File: config.mk
export PLATFORM = sky130hd
export DESIGN_NAME = dsp_seq
export DESIGN_NICKNAME = d
export VERILOG_FILES = /design/src/rtl/dsp_pkg.sv /design/src/rtl/dsp_seq.sv
export SDC_FILE = /design/constraint.sdc
export NUM_CORES = 1
export LEC_CHECK = 0
export BUFFER_PORTS_ARGS = -buffer_cell sky130_fd_sc_hd__buf_4
export CAP_MARGIN = 30
export CORE_AREA = 2 2 97 99
export CTS_BUF_LIST = sky130_fd_sc_hd__clkbuf_4 sky130_fd_sc_hd__clkbuf_8
export CTS_CLUSTER_SIZE = 8
export DETAILED_ROUTE_END_ITERATION = 10
export DIE_AREA = 0 0 99 101
export PLACE_DENSITY_LB_ADDON = 0.25
export SLEW_MARGIN = 25
export SYNTH_ARGS = -nofsm -noshare
export SYNTH_HDL_FRONTEND = slang
export SYNTH_SLANG_ARGS = --single-unit
File: constraint.sdc
create_clock -name clk -period 8 [get_ports clk]
set_clock_uncertainty 0.05 [all_clocks]
set_input_delay 0.8 -clock clk [delete_from_list [all_inputs] [get_ports clk]]
set_output_delay 0.8 -clock clk [all_outputs]
set_load 0.01 [all_outputs]
File: src/rtl/dsp_pkg.sv
// Shared definitions for dsp_seq: operand modes, issue counts and sequencer states.
package dsp_pkg;

    typedef enum logic [1:0] {
        MODE_HH  = 2'd0,
        MODE_FH  = 2'd1,
        MODE_FF  = 2'd2,
        MODE_BAD = 2'd3
    } mode_e;

    typedef enum logic [1:0] {
        S_IDLE  = 2'd0,
        S_ISSUE = 2'd1,
        S_DRAIN = 2'd2,
        S_HOLD  = 2'd3
    } state_e;

    // Issue count minus one; the unsupported mode falls back to half x half.
    function automatic logic [1:0] issue_last(input logic [1:0] mode);
        case (mode)
            2'(MODE_FH): return 2'd1;
            2'(MODE_FF): return 2'd3;
            default:     return 2'd0;
        endcase
    endfunction

endpackage

File: src/rtl/dsp_seq.sv
// Request/response sequencer driving a multi-cycle DSP multiplier.
// Optional: define DSP_SEQ_OPCNT_EN to add a 16-bit response counter port op_count.
module dsp_seq
    import dsp_pkg::*;
#(
    parameter int N   = 16,
    parameter int M   = 16,
    parameter int LAT = 1
) (
    input  logic             clk,
    input  logic             reset,
    input  logic             req_valid,
    output logic             req_ready,
    input  logic [N-1:0]     req_a,
    input  logic [M-1:0]     req_b,
    input  logic [N+M-1:0]   req_c,
    input  logic [1:0]       req_mode,
    input  logic             req_mac,
    input  logic [1:0]       req_shift,
    output logic             dsp_start,
    output logic [N-1:0]     dsp_aa,
    output logic [M-1:0]     dsp_bb,
    output logic [N+M-1:0]   dsp_cc,
    output logic [1:0]       dsp_mode,
    output logic             dsp_mac,
    output logic             dsp_mac_start,
    output logic [1:0]       dsp_barrel_shifter,
    input  logic [N+M-1:0]   dsp_out,
`ifdef DSP_SEQ_OPCNT_EN
    output logic [15:0]      op_count,
`endif
    output logic             rsp_valid,
    input  logic             rsp_ready,
    output logic [N+M-1:0]   rsp_data,
    output logic             rsp_mode_err
);

    localparam logic [1:0] DRAIN_LAST = 2'((LAT > 0) ? LAT - 1 : 0);

    state_e     state, state_n;
    logic [1:0] cnt, cnt_n;
    logic       accept, capture, err_q;

    // req_ready is masked by reset so nothing is offered while reset is held.
    assign req_ready    = (state == S_IDLE) && !reset;
    assign accept       = req_valid && req_ready;
    assign rsp_valid    = (state == S_HOLD);
    assign rsp_mode_err = rsp_valid && err_q;

    always_comb begin
        state_n = state;
        cnt_n   = cnt;
        capture = 1'b0;
        case (state)
            S_IDLE: begin
                if (accept) begin
                    state_n = S_ISSUE;
                    cnt_n   = issue_last(req_mode);
                end
            end
            S_ISSUE: begin
                if (cnt != 2'd0) begin
                    cnt_n = cnt - 2'd1;
                end else if (LAT == 0) begin
                    capture = 1'b1;
                    state_n = S_HOLD;
                end else begin
                    state_n = S_DRAIN;
                    cnt_n   = DRAIN_LAST;
                end
            end
            S_DRAIN: begin
                if (cnt != 2'd0) begin
                    cnt_n = cnt - 2'd1;
                end else begin
                    capture = 1'b1;
                    state_n = S_HOLD;
                end
            end
            S_HOLD: begin
                if (rsp_ready) state_n = S_IDLE;
            end
            default: state_n = S_IDLE;
        endcase
    end

    always_ff @(posedge clk or posedge reset) begin
        if (reset) begin
            state <= S_IDLE;
            cnt   <= 2'd0;
        end else begin
            state <= state_n;
            cnt   <= cnt_n;
        end
    end

    // Operand registers stay loaded after the response; mac/shift state persists into IDLE.
    always_ff @(posedge clk or posedge reset) begin
        if (reset) begin
            dsp_start          <= 1'b0;
            dsp_mac_start      <= 1'b0;
            dsp_aa             <= '0;
            dsp_bb             <= '0;
            dsp_cc             <= '0;
            dsp_mode           <= 2'd0;
            dsp_mac            <= 1'b0;
            dsp_barrel_shifter <= 2'd0;
            err_q              <= 1'b0;
            rsp_data           <= '0;
        end else begin
            dsp_start     <= accept;
            dsp_mac_start <= accept && req_mac && !dsp_mac;
            if (accept) begin
                dsp_aa             <= req_a;
                dsp_bb             <= req_b;
                dsp_cc             <= req_c;
                dsp_mode           <= (req_mode == 2'(MODE_BAD)) ? 2'(MODE_HH) : req_mode;
                dsp_mac            <= req_mac;
                dsp_barrel_shifter <= req_shift;
                err_q              <= (req_mode == 2'(MODE_BAD));
            end
            if (capture) rsp_data <= dsp_out;
        end
    end

`ifdef DSP_SEQ_OPCNT_EN
    always_ff @(posedge clk or posedge reset) begin
        if (reset)                       op_count <= 16'd0;
        else if (rsp_valid && rsp_ready) op_count <= op_count + 16'd1;
    end
`endif

endmodule

==> summary.md <==
| Metric | Value |
|---|---|
| CP bufs+invs | `2` |
| DP Area | `0.006205 mm^2` |
| Post-cts sizing count | `0` |
| TritonCTS clock tree | `built` |
| Cell Chain, Critical Path | `inv_1 > ha_1 > and2b_2 > nand2_4 > buf_4 > mux2_4` |
| Starting DRT DRC Count | `129` |
| Count of final setup violators | `0` |
| Data required, critical path | `around 8.2 ns` |
| CP top delay family | `buffers and inverters` |
| Total gr overflow | `0` |
| # placed instances | `577` |
| Cts bufs inserted | `9` |
| Hold crit path type | `in2async` |
| Pins over their slew limit | `0` |
| Max-cap violations | `0` |
| Cells after Synth | `263` |
| Int Power | `1.668 mW` |
| Core footprint | `roughly 0.0090 mm^2` |
| Finished Layout Cells | `about 590` |
| Gpl congestion | `between 0.7 and 0.8` |
| CTS clk-pin slew, worst paths | `0.11 ns` |
| Count of cell types in the netlist | `20` |
| IO Count | `roughly 210` |
| Setup Total Neg Slack | `0 ns` |
| Seq/Total Area, Yosys | `0.5929` |
| Crit Path Class | `reg2reg` |
| Critical path peak fanout | `51` |
| Final Hold Viols | `0` |
| Most frequent cells in the layout | `213 x buf_4, 108 x dfrtp_1, 68 x mux2_4` |
| Pin count of the biggest net entering global routing | `69` |
| Antenna Cells | `0` |
| Chip height | `101 um` |
| Bufs on Longest Clock Path | `2` |
| Nets | `594` |
| Fill cell total of the finished layout | `635` |
| Commonest non-fill, non-tap cell in the layout | `buf_4` |
| Register Area | `approximately 0.0027 mm^2` |
| Detailed Route WL | `10,010 um` |
| Detail Route Antenna Nets | `0` |
| Avg Synthesized Cell Area | `between 15 and 20 um^2` |
| Post-CTS Setup Repair Bufs | `0` |
| Logic pwr share | `0.478` |
| Synthesized area | `0.004558 mm^2` |
| IO buf count | `210` |
| Per-cell routed wire length | `16.88 um` |
| Multi-input gate area | `about 0.0017 mm^2` |
| Crit path launch type | `flip-flop` |
| CP arrival | `2.89 ns` |
| Starting Density | `0.5077` |
| Synth warn | `0` |
| CP Capture Type | `flip-flop` |
| Peak VDD IR | `0.0002074 V` |
| Htree depth | `3` |
| Initial antenna violation count | `0` |
| Pwr/cell area | `388.6 mW/mm^2` |
| Critical path depth in cells | `6` |
| FF+latch count, synth | `108` |
| Switching Share | `0.3282` |
| All-Layer GR Usage | `0.2018` |
| Total number of vias | `2,907` |
| Fin worst setup slack | `5.311 ns` |
| Worst r2r path cells | `6` |
| Max incr delay on CP | `0.77 ns` |
| Area growth from synthesis to layout | `40.16%` |
| RR Startpoint | `state[0]` |
| Fin area | `0.006389 mm^2` |
| DRC | `0` |
| Row count | `35` |
| Share of cells above drive strength 1 | `0.6307` |
| Hold_ws | `0.4183 ns` |
| Minimum clock period | `approximately 2.7 ns` |
| TritonRoute pass-1 iters | `4` |
| Leak | `3.406 nW` |
| Die X | `99 um` |
| Dpl hpwl | `7434 um` |
| Place WS | `5.153 ns` |
| Via density | `4.902` |
| Sequential share of power | `0.396` |
| Setup crit start | `state[0]` |
| Status | `finished clean` |
| FMAX | `371.9 MHz` |
| Critical path's slowest cell | `buf_4` |
| Slew HR | `0.3970` |
| Sw power | `814.7 uW` |
| Fin crit share | `0.3361` |
| CTS sink cnt | `108` |
| First-pass GRT wire length | `15,760 um` |
| RSZ-0062 raised after global routing | `no` |
| Die ar. | `0.009999 mm^2` |
| Vias in the first global route | `2,990` |
| Clock power share | `0.126` |
| CTS Hold Bufs | `0` |
| Worst Max-Slew Pin Slew | `0.9046 ns` |
| Post-synthesis net count | `between 300 and 400` |
| Clock latency on the worst-skew pair | `~0.37 ns` |
| Root Buffer | `clkbuf_8` |
==> stage by stage <==
stage,total power [mW],utilization
after floorplan,1.619,-
after global placement,2.145,0.6912
after detailed placement,2.190,0.6912
after CTS,2.511,0.7116
after global routing,2.637,0.7116
final,2.482,0.7116
==> area by class of cell <==
cell class / count / area share
clock inverter: 7 / 0.009401
sequential: 108 / 0.4230
clock buffer: 9 / 0.01939
timing repair buffer: 213 / 0.2503
inverter: 9 / 0.005680
tap: 111 / 0.02174
multi-input combinational: 136 / 0.2705
==> per-layer routing <==
metal  share of wire  vias to the layer above  global-route usage  wire length [um]
met5               0                        -                   0                 0
met4           0.021                        0             0.08114               206
met3           0.052                       15             0.03467               523
met2            0.53                      101              0.3456              5282
met1            0.40                     1454              0.2561              4000
li1                -                     1337                   -                 -
==> final timing paths <==
check,to,slack (ns)
worst max register to register,dsp_aa[12],5.31
min in group clk,dsp_mac_start,0.43
max in group asynchronous,dsp_bb[9],6.24
worst min register to register,dsp_mac_start,0.43
worst max-delay path,dsp_aa[12],5.31
worst min-delay path,dsp_cc[4],0.42
==> cells by family (layout without fill, tap and decap cells) <==
logic type | after synthesis | after routing | share of synthesized area
adder cells (fa/ha/maj) | 12 | 12 | 0.03294
AND/OR/NAND/NOR | 13 | 13 | 0.01702
multiplexers | 106 | 106 | 0.3176
buffers and inverters | 19 | 238 | 0.02800
flip-flops | 108 | 108 | 0.5929
AO/OA/AOI/OAI | 5 | 5 | 0.01153
==> power by group through the flow <==
| stage | clock network (mW) | registers (mW) | logic, mW |
|---|---|---|---|
| finish | 0.313 | 0.984 | 1.19 |
| global route | 0.346 | 1.02 | 1.27 |
| CTS | 0.324 | 0.985 | 1.20 |
| detailed placement | 0 | 0.992 | 1.20 |
| global placement | 0 | 0.982 | 1.16 |
| floorplan | 0 | 1.09 | 0.524 |
==> Yosys cell counts <==
cell type	n	area (um^2)
a221oi_2	2	30.03
a31oi_1	2	12.51
and2_1	1	6.260
and2b_2	1	8.760
buf_2	3	15.01
buf_6	7	78.83
dfrtp_1	108	2703
ha_1	12	150.1
inv_1	9	33.78
mux2_1	35	394.1
mux2_2	2	22.52
mux2_4	68	1021
mux2i_1	1	10.01
nand2_1	3	11.26
nand2_4	1	11.26
nand2b_1	3	18.77
nor2_1	2	7.510
nor2b_1	1	6.260
nor3b_1	1	7.510
o21ba_1	1	10.01
==> registers in the layout (all words and copies together), names as in the netlist, 2 cells and up <==
| name | cells |
|---|---|
| dsp_mode | 2 |
| dsp_aa | 16 |
| cnt | 2 |
| rsp_data | 32 |
| state | 2 |
| dsp_bb | 16 |
| dsp_cc | 32 |
| dsp_barrel_shifter | 2 |
==> worst reg2reg max path: stages (launching register included) <==
cell and delay, ns:
dfrtp_1 0.42, inv_1 0.12, ha_1 0.26, and2b_2 0.24
nand2_4 0.31, buf_4 0.77, mux2_4 0.41
Power figures use the tool's default switching activity.
